`config.mk`:
```
export PLATFORM = sky130hd
export DESIGN_NAME = axi_sram_slave
export DESIGN_NICKNAME = d
export VERILOG_FILES = /design/src/rtl/axi_sram_pkg.sv /design/src/rtl/axi_beat_addr_gen.sv /design/src/rtl/axi_sram_slave.sv
export SDC_FILE = /design/constraint.sdc
export NUM_CORES = 1
export LEC_CHECK = 0
export ABC_AREA = 1
export CAP_MARGIN = 0
export CORE_ASPECT_RATIO = 1.5
export CORE_UTILIZATION = 36
export CTS_CLUSTER_DIAMETER = 50
export DETAILED_ROUTE_END_ITERATION = 8
export DONT_BUFFER_PORTS = 1
export GPL_ROUTABILITY_DRIVEN = 1
export GPL_TIMING_DRIVEN = 0
export PLACE_DENSITY = 0.51
export SETUP_SLACK_MARGIN = 0.2
export SLEW_MARGIN = 20
export SYNTH_ARGS = -nofsm -noshare
export SYNTH_HDL_FRONTEND = slang
export SYNTH_SLANG_ARGS = --single-unit
```
`constraint.sdc`:
```
create_clock -name clk -period 2.1 [get_ports clk]
set_input_delay 0.525 -clock clk [delete_from_list [all_inputs] [get_ports clk]]
set_output_delay 0.525 -clock clk [all_outputs]
set_load 0.005 [all_outputs]
```
`src/rtl/axi_sram_pkg.sv`:
```
// Shared constants and FSM encoding for the AXI3-to-SRAM slave.
package axi_sram_pkg;

    localparam logic [1:0] RESP_OKAY   = 2'b00;
    localparam logic [1:0] RESP_SLVERR = 2'b10;

    localparam logic [1:0] BURST_FIXED = 2'd0;
    localparam logic [1:0] BURST_INCR  = 2'd1;
    localparam logic [1:0] BURST_WRAP  = 2'd2;

    typedef enum logic [2:0] {
        ST_IDLE,
        ST_RD_REQ,
        ST_RD_RESP,
        ST_WR_DATA,
        ST_WR_RESP
    } state_e;

endpackage

```
`src/rtl/axi_beat_addr_gen.sv`:
```
// Next-beat byte address for one AXI burst; WRAP is deliberately treated as INCR.
module axi_beat_addr_gen
    import axi_sram_pkg::*;
(
    input  logic [31:0] addr,
    input  logic [2:0]  size,
    input  logic [1:0]  burst,
    output logic [31:0] next_addr
);

    always_comb begin
        next_addr = addr;
        if (burst != BURST_FIXED) begin
            next_addr = addr + (32'd1 << size);
        end
    end

endmodule

```
`src/rtl/axi_sram_slave.sv`:
```
// Single-outstanding AXI3 slave serving reads and writes from a single-port synchronous SRAM.
module axi_sram_slave
    import axi_sram_pkg::*;
#(
    parameter int unsigned ADDR_W = 16
) (
    input  logic              clk,
    input  logic              reset,
    input  logic [3:0]        arid,
    input  logic [31:0]       araddr,
    input  logic [7:0]        arlen,
    input  logic [2:0]        arsize,
    input  logic [1:0]        arburst,
    input  logic [1:0]        arlock,
    input  logic [3:0]        arcache,
    input  logic [2:0]        arprot,
    input  logic              arvalid,
    output logic              arready,
    output logic [3:0]        rid,
    output logic [31:0]       rdata,
    output logic [1:0]        rresp,
    output logic              rlast,
    output logic              rvalid,
    input  logic              rready,
    input  logic [3:0]        awid,
    input  logic [31:0]       awaddr,
    input  logic [7:0]        awlen,
    input  logic [2:0]        awsize,
    input  logic [1:0]        awburst,
    input  logic [1:0]        awlock,
    input  logic [3:0]        awcache,
    input  logic [2:0]        awprot,
    input  logic              awvalid,
    output logic              awready,
    input  logic [3:0]        wid,
    input  logic [31:0]       wdata,
    input  logic [3:0]        wstrb,
    input  logic              wlast,
    input  logic              wvalid,
    output logic              wready,
    output logic [3:0]        bid,
    output logic [1:0]        bresp,
    output logic              bvalid,
    input  logic              bready,
    output logic              ram_en,
    output logic [3:0]        ram_wen,
    output logic [ADDR_W-1:0] ram_addr,
    output logic [31:0]       ram_wdata,
    input  logic [31:0]       ram_rdata
);

    state_e              state_q, state_d;
    logic                last_rd_q, last_rd_d;
    logic [31:0]         addr_q, addr_d;
    logic [7:0]          len_q, len_d;
    logic [2:0]          size_q, size_d;
    logic [1:0]          burst_q, burst_d;
    logic [7:0]          beat_q, beat_d;
    logic                err_q, err_d;
    logic [31:0]         rdata_q, rdata_d;
    logic                rd_fresh_q, rd_fresh_d;
    logic [3:0]          rid_q, rid_d;
    logic [3:0]          bid_q, bid_d;
    logic [ADDR_W-1:0]   ram_addr_q, ram_addr_d;
    logic [31:0]         ram_wdata_q, ram_wdata_d;

    logic [31:0] next_addr;
    logic        grant_wr, size_err, last_beat;
    logic        unused_ok;

    assign unused_ok = ^{arlock, arcache, arprot, awlock, awcache, awprot, wid};

    assign grant_wr  = awvalid & (~arvalid | last_rd_q);
    assign size_err  = (size_q > 3'd2);
    assign last_beat = (beat_q == len_q);

    axi_beat_addr_gen u_addr_gen (
        .addr      (addr_q),
        .size      (size_q),
        .burst     (burst_q),
        .next_addr (next_addr)
    );

    always_comb begin
        state_d     = state_q;
        last_rd_d   = last_rd_q;
        addr_d      = addr_q;
        len_d       = len_q;
        size_d      = size_q;
        burst_d     = burst_q;
        beat_d      = beat_q;
        err_d       = err_q;
        rdata_d     = rdata_q;
        rd_fresh_d  = 1'b0;
        rid_d       = rid_q;
        bid_d       = bid_q;
        ram_addr_d  = ram_addr_q;
        ram_wdata_d = ram_wdata_q;
        arready     = 1'b0;
        awready     = 1'b0;
        wready      = 1'b0;
        rvalid      = 1'b0;
        bvalid      = 1'b0;
        ram_en      = 1'b0;
        ram_wen     = '0;

        unique case (state_q)
            ST_IDLE: begin
                awready = grant_wr;
                arready = ~grant_wr;
                if (arvalid && arready) begin
                    rid_d     = arid;
                    addr_d    = araddr;
                    len_d     = arlen;
                    size_d    = arsize;
                    burst_d   = arburst;
                    beat_d    = '0;
                    last_rd_d = 1'b1;
                    state_d   = ST_RD_REQ;
                end else if (awvalid && awready) begin
                    bid_d     = awid;
                    addr_d    = awaddr;
                    len_d     = awlen;
                    size_d    = awsize;
                    burst_d   = awburst;
                    beat_d    = '0;
                    err_d     = (awsize > 3'd2);
                    last_rd_d = 1'b0;
                    state_d   = ST_WR_DATA;
                end
            end
            ST_RD_REQ: begin
                if (!size_err) begin
                    ram_en     = 1'b1;
                    ram_addr_d = addr_q[ADDR_W+1:2];
                end
                rd_fresh_d = 1'b1;
                state_d    = ST_RD_RESP;
            end
            ST_RD_RESP: begin
                rvalid = 1'b1;
                // SRAM data is only valid in the first RESP cycle; it is forwarded then and held after.
                if (rd_fresh_q) begin
                    rdata_d = size_err ? '0 : ram_rdata;
                end
                if (rready) begin
                    if (last_beat) begin
                        state_d = ST_IDLE;
                    end else begin
                        addr_d  = next_addr;
                        beat_d  = beat_q + 8'd1;
                        state_d = ST_RD_REQ;
                    end
                end
            end
            ST_WR_DATA: begin
                wready = 1'b1;
                if (wvalid) begin
                    if (!size_err) begin
                        ram_en      = 1'b1;
                        ram_wen     = wstrb;
                        ram_addr_d  = addr_q[ADDR_W+1:2];
                        ram_wdata_d = wdata;
                    end
                    addr_d = next_addr;
                    beat_d = beat_q + 8'd1;
                    if (wlast != last_beat) begin
                        err_d = 1'b1;
                    end
                    if (wlast || last_beat) begin
                        state_d = ST_WR_RESP;
                    end
                end
            end
            ST_WR_RESP: begin
                bvalid = 1'b1;
                if (bready) begin
                    err_d   = 1'b0;
                    state_d = ST_IDLE;
                end
            end
            default: state_d = ST_IDLE;
        endcase

        if (reset) begin
            arready = 1'b0;
            awready = 1'b0;
            wready  = 1'b0;
            rvalid  = 1'b0;
            bvalid  = 1'b0;
            ram_en  = 1'b0;
            ram_wen = '0;
        end
    end

    assign rdata     = reset ? '0 : rdata_d;
    assign rresp     = (rvalid && size_err) ? RESP_SLVERR : RESP_OKAY;
    assign rlast     = rvalid & last_beat;
    assign rid       = reset ? '0 : rid_q;
    assign bid       = reset ? '0 : bid_q;
    assign bresp     = (bvalid && err_q) ? RESP_SLVERR : RESP_OKAY;
    assign ram_addr  = reset ? '0 : ram_addr_d;
    assign ram_wdata = reset ? '0 : ram_wdata_d;

    always_ff @(posedge clk) begin
        if (reset) begin
            state_q     <= ST_IDLE;
            last_rd_q   <= 1'b0;
            addr_q      <= '0;
            len_q       <= '0;
            size_q      <= '0;
            burst_q     <= '0;
            beat_q      <= '0;
            err_q       <= 1'b0;
            rdata_q     <= '0;
            rd_fresh_q  <= 1'b0;
            rid_q       <= '0;
            bid_q       <= '0;
            ram_addr_q  <= '0;
            ram_wdata_q <= '0;
        end else begin
            state_q     <= state_d;
            last_rd_q   <= last_rd_d;
            addr_q      <= addr_d;
            len_q       <= len_d;
            size_q      <= size_d;
            burst_q     <= burst_d;
            beat_q      <= beat_d;
            err_q       <= err_d;
            rdata_q     <= rdata_d;
            rd_fresh_q  <= rd_fresh_d;
            rid_q       <= rid_d;
            bid_q       <= bid_d;
            ram_addr_q  <= ram_addr_d;
            ram_wdata_q <= ram_wdata_d;
        end
    end

endmodule
```
-- Yosys cells after proc, flatten, opt, wreduce, memory -nomap -nowiden
Cells that the tools add are included.
- flip-flop bits (word level): 147
- latch bits: 0
- memory bits (writable): 0
- ROM bits: 0
- input port bits: 196
- output and inout bits: 103
- logic and storage cells: 126
- memories: 0
- $add $sub $neg: 2
- multipliers: 0
- divide/modulo/power cells: 0
- $lt $le $gt $ge: 2
- eq/ne operators: 15
- shifts and indexed selects: 1
- mux-type cells: 70
- bitwise gates (word level): 6
- reductions and logical operators: 16
- operator list (operator ; count):
    32-bit two-way mux ; 14
    32-bit one-hot mux with 3 select lines ; 1
    8-bit two-way mux ; 7
    16-bit two-way mux ; 3
    32-bit adder ; 1
    16-bit one-hot mux with 2 select lines ; 1
    1-bit by 3-bit << shifter with 32-bit output, first input constant ; 1
    3-bit two-way mux ; 8
    4-bit two-way mux ; 6
    8-bit one-hot mux with 3 select lines ; 1
    1-bit two-way mux ; 22
    2-bit inequality test, second input constant ; 8
    3-bit one-hot mux with 5 select lines ; 1
    5-bit AND reduction ; 2
    8-bit by 1-bit adder with 8-bit output, second input constant ; 1
    8-bit == test ; 1
    2-bit two-way mux ; 4
    3-bit by 2-bit == test with 1-bit output, second input constant ; 2
    3-bit by 2-bit greater-than comparator with 1-bit output, second input constant ; 2
    6-bit AND reduction ; 1
    3-bit nonzero test ; 2
    1-bit logical AND ; 4
    2-bit AND reduction ; 2
    2-bit nonzero test ; 2
    12 further kinds ; 15

-- Logic depth before layout (Yosys ltp)
- depth after elaboration: 7
- gate-level depth with buffers: 14
- depth with buffers taken out: 13

-- Modules after synthesis
From an unflattened synthesis, not the netlist that was laid out.
- cell total of the unflattened synthesis: 1444
- area, all modules: 8673.3 µm²
- modules (own cells, without submodules) (module ; times used ; cells each ; area an instance (µm²) ; sequential area each (µm²)):
    axi_sram_slave ; 1 ; 1118 ; 7165.6 ; 2942.8
    axi_beat_addr_gen ; 1 ; 326 ; 1507.7 ; 0.0

-- Worst setup path before layout
Ideal clock, no wire load.
- path type: register to register
- from: register size_q[1]
- to: register addr_q[16]
- setup time: 70 ps
- arrival time: 1954 ps
- required time: 2030 ps
- slack: 76 ps
- stages on the path, launching flop included: 15
- path buffers: 1
- period minus slack after synthesis: 2024 ps
- path through: dfxtp_1 -> buf_2 -> nor3_1 -> ha_1 -> inv_1 -> fa_1 -> nor2_1 -> nand3_1 -> nand3_1 -> nand2_1 -> nand2_1 -> nand2_1 -> nand2_1 -> nand3_1 -> a21oi_1
- word-level cells in the longest chain between the ends: 6
- elaborated cells on any way between the ends: 7
- those cells by class: add/sub: 1; shift: 1; mux: 5
- RTL lines (what ; RTL line ; text):
    start, declared ; axi_sram_slave.sv:56 ; logic [2:0] size_q, size_d;
    start signal, assigned ; axi_sram_slave.sv:226 ; size_q <= size_d;
    1-bit by 3-bit << shifter with 32-bit output (*) ; axi_beat_addr_gen.sv:14 ; next_addr = addr + (32'd1 << size);
    32-bit adder (*) ; axi_beat_addr_gen.sv:14 ;
    32-bit two-way mux (*) ; axi_beat_addr_gen.sv:13 ; if (burst != BURST_FIXED) begin
    32-bit two-way mux ; axi_sram_slave.sv:147 ; if (last_beat) begin
    32-bit two-way mux ; axi_sram_slave.sv:146 ; if (rready) begin
    32-bit one-hot mux with 3 select lines (*) ; axi_sram_slave.sv:107 ; unique case (state_q)
    end signal, assigned ; axi_sram_slave.sv:224 ; addr_q <= addr_d;
    end, declared ; axi_sram_slave.sv:54 ; logic [31:0] addr_q, addr_d;
Every way passes the cells marked *; elsewhere a longest branch is shown, timed or not. The select of a mux whose other input is x is not followed.
A chain may end at the register's enable or synchronous reset.

-- Worst setup path in the final report
- from: register state_q[0]
- to: output ram_addr[5]
- word-level cells in the longest chain between the ends: 3
- elaborated cells on any way between the ends: 4
- those cells by class: eq/ne: 2; mux: 2
- RTL lines (what ; RTL line ; text):
    start, declared ; axi_sram_slave.sv:52 ; state_e state_q, state_d;
    start signal, assigned ; axi_sram_slave.sv:222 ; state_q <= state_d;
    3-bit by 2-bit == test with 1-bit output / 3-bit by 1-bit == test with 1-bit output (equally long branches) ; axi_sram_slave.sv:107 ;
    16-bit one-hot mux with 2 select lines (*) ; axi_sram_slave.sv:107 ;
    16-bit two-way mux (*) ; n/a ;
    end, declared ; axi_sram_slave.sv:47 ; output logic [ADDR_W-1:0] ram_addr,
Every way passes the cells marked *; elsewhere a longest branch is shown, timed or not.

==> impl_metrics.env <==
export IMPL_synth_cells=924
export IMPL_total_power_uw=14600
export IMPL_muxShareOfSynthArea=0.00152
export IMPL_path_buf_inv=3
export IMPL_synth_fa_ha_area_frac=0.0201
export IMPL_ioPinCount=299
export IMPL_hold_depth=2
export IMPL_worstPathCellList="inv_4 -> nor2_4 -> nand2_4 -> or2_4 -> nand3_4 -> inv_6 -> buf_8 -> o21ai_2 -> nor2_2"
export IMPL_worst_slack_ps=-307
export IMPL_grt_pass1_vias=6781
export IMPL_critPathArrivalTime_ps=1880
export IMPL_ys_warn_count=0
export IMPL_grtUsageTotal=0.244
export IMPL_grt_pass1_wl_mm=35.5
export IMPL_via_count=6647
export IMPL_cts_num_sinks=133
export IMPL_synth_top_family_by_area="simple AND/OR/NAND/NOR gates"
export IMPL_fmaxAchievable_mhz=416
export IMPL_crit_cells=9
export IMPL_post_synth_cell_area_avg_sq_um=7.14
export IMPL_overflow=0
export IMPL_layout_drive_gt1_share=0.453
export IMPL_slew_headroom=0.531
export IMPL_postLayoutCoreUtil=0.585
export IMPL_clock_skew_ps=11.9
export IMPL_violations="setup timing"
export IMPL_grt_antenna_before_repair=0
export IMPL_synth_edff_count=0
export IMPL_via_per_inst=5.29
export IMPL_placed_area_sq_um=6910
export IMPL_fin_area_sq_um=10500
export IMPL_slew_viol_final=0
export IMPL_htree_levels=4
export IMPL_clock_latency_ps=420
export IMPL_routed_wl_mm=24.4
export IMPL_mostFrequentLayoutCell="dfxtp_1"
export IMPL_syn_to_final_growth_pct=59.1
export IMPL_min_path_type="in2reg"
export IMPL_required_ps=1570
export IMPL_synth_compound_area_share=0.232
export IMPL_critical_path_class="reg2out"
export IMPL_rsz0062_at_grt="true"
export IMPL_drc=0
export IMPL_slowest_stage="dfxtp_2"
export IMPL_post_route_min_period_ps=2410
export IMPL_synthesis_area_sq_um=6600
export IMPL_drt_iter0_markers=269
export IMPL_core_area_sq_um=17900
export IMPL_power_density_nw_per_um2=1390
export IMPL_io_buffers=0
export IMPL_die_area_sq_um=18900
export IMPL_peakVddDrop_mv=0.781
export IMPL_layout_common_cells="dfxtp_1 (119), nor2_1 (90), nand2_1 (86)"
export IMPL_crit_path_start_kind="flop"
export IMPL_yosys_register_bits=133
export IMPL_yosysSeqAreaShare=0.403
export IMPL_cts_tree="done"
export IMPL_synth_main_ff_cell="dfxtp_1"
export IMPL_slowest_delay_ps=350
export IMPL_finalSetupViolations=93
export IMPL_path_delay_family="simple AND/OR/NAND/NOR gates"
export IMPL_power_leakage_uw=0.00397
export IMPL_die_x_um=113
export IMPL_wire_per_inst_um=19.4
export IMPL_path_max_fanout=7
export IMPL_whs_ps=262
export IMPL_dp_hpwl_mm=15.7
export IMPL_grt_max_degree=17
export IMPL_endpoint_kind="output port"
export IMPL_max_cap_violations=0
export IMPL_cts_buffers=17
export IMPL_period_share=1.15
export IMPL_rows=60
export IMPL_die_h_um=168
export IMPL_ys_async_sr_fraction=0
export IMPL_worstMarginPinSlew_ps=703
export IMPL_ctsRootBufferMaster="clkbuf_16"
export IMPL_place_congestion=0.839
export IMPL_diodes=0
export IMPL_detail_route_antenna_nets=0
export IMPL_synth_distinct_cells=45
export IMPL_reg2reg_depth=15
export IMPL_drt_first_pass_iters=4
export IMPL_status="complete, but fails checks"
export IMPL_hold_violations=0
export IMPL_fin_nets=1232
export IMPL_synthXorXnorAreaFrac=0.0146
export IMPL_setup_tns_ps=-20360
export IMPL_yosys_area_share_simple=0.233
export IMPL_cts_max_path_buffers=2
export IMPL_clk_pin_slew_worst_paths_ps=60
export IMPL_start_util=0.368
-- metal layers --
layer / part of all wire / GRT usage
met1: 0.37 / 0.250
met2: 0.54 / 0.465
met3: 0.053 / 0.0554
met4: 0.037 / 0.104
met5: 0 / 0
-- repair_timing --
| action | in CTS | in global routing |
|---|---|---|
| gates cloned | 13 | 6 |
| hold endpoints to repair | 0 | 0 |
| gates resized for setup | 364 | 212 |
| pin swaps | 79 | 88 |
| endpoints found under the setup margin | 160 | 128 |
| buffers inserted | 28 | 35 |
| hold buffers | 0 | 0 |
-- power breakdown --
| part | switching [uW] | total [uW] | internal, uW |
|---|---|---|---|
| Sequential | 489 | 3560 | 3070 |
| Combinational | 4540 | 8150 | 3610 |
| Clock | 1260 | 2920 | 1660 |
| Total | 6290 | 14600 | 8340 |
-- stage by stage --
step | worst slack [ps] | std cells
floorplan | 167 | 925
global placement | -660 | 1142
detailed placement | -646 | 1142
CTS | -387 | 1215
global route | -390 | 1256
finish | -307 | 1256
-- cells by family after synthesis --
| logic type | after synthesis |
|---|---|
| compound gates | 261 |
| flops | 133 |
| simple gates | 353 |
| other cells | 1 |
| mux | 1 |
| fa+ha+maj | 10 |
| xor+xnor | 11 |
| buf+inv | 154 |
-- worst paths after layout --
path | start | to | slack, ps
max | state_q[0]$_SDFFE_PP0P_ | ram_addr[5] | -310
min | awid[0] | bid_q[0]$_SDFFE_PP0P_ | 260
max reg2reg | size_q[1]$_SDFFE_PP0P_ | addr_q[10]$_SDFFE_PP0P_ | -140
min reg2reg | rid_q[0]$_SDFFE_PP0P_ | rid_q[0]$_SDFFE_PP0P_ | 460
-- sequential cells by signal, summed over array words and instances (netlist names) --
name / cells
state_q: 3
len_q: 8
rd_fresh_q: 1
err_q: 1
rdata_q: 32
addr_q: 18
size_q: 3
ram_wdata_q: 32
burst_q: 2
beat_q: 8
ram_addr_q: 16
last_rd_q: 1
bid_q: 4
rid_q: 4
-- final cells by class --
type | count | area [sq um]
Sequential cell | 133 | 2690
Fill cell | 1551 | 7440
Inverter | 102 | 442
Timing Repair inverter | 1 | 6.26
Timing Repair Buffer | 80 | 878
Tap cell | 217 | 272
Multi-Input combinational cell | 639 | 5020
Buffer | 52 | 632
Clock inverter | 14 | 140
Clock buffer | 18 | 429
-- worst register-to-register path: stages (launching register included) --
cell and delay (ps):
dfxtp_2 320, buf_6 120, buf_6 130, nor3_4 120, ha_2 220, inv_2 40, fa_2 360, nor2_2 110
nand3_2 110, nand3_4 150, nand2_4 80, nand2_4 110, nand2_2 60, nand2_2 60, nand3_2 60, a21oi_2 130
-- Yosys cell counts (2+ instances only) --
master    count  area (sq um)
buf_4         3          22.5
nand3_2       2          20.0
nor3_2        3          30.0
buf_1         3          11.3
nand2_2       6          37.5
a31oi_1       2          12.5
nand2_1     118           443
nor3_1       14          70.1
nor2_1      157           589
clkbuf_1     33           124
or2_2        10          62.6
o211ai_2     10           125
a211oi_1     34           255
a21oi_1     104           521
nand3b_1      4          30.0
nor3b_1       2          15.0
ha_1          9           113
o21ai_0      88           440
inv_2         7          26.3
clkinv_1      2          7.51
inv_1        93           349
o21ai_1       6          30.0
nand4_1       3          18.8
xnor2_1      10          87.6
buf_2         9          45.0
nand3_1      26           130
o211a_1       2          20.0
buf_6         2          22.5
o211ai_1      3          22.5
a21oi_2      11          96.3
dfxtp_1     133          2660
nand2_4       2          22.5
Note: power is estimated with default switching activity, not from simulation.
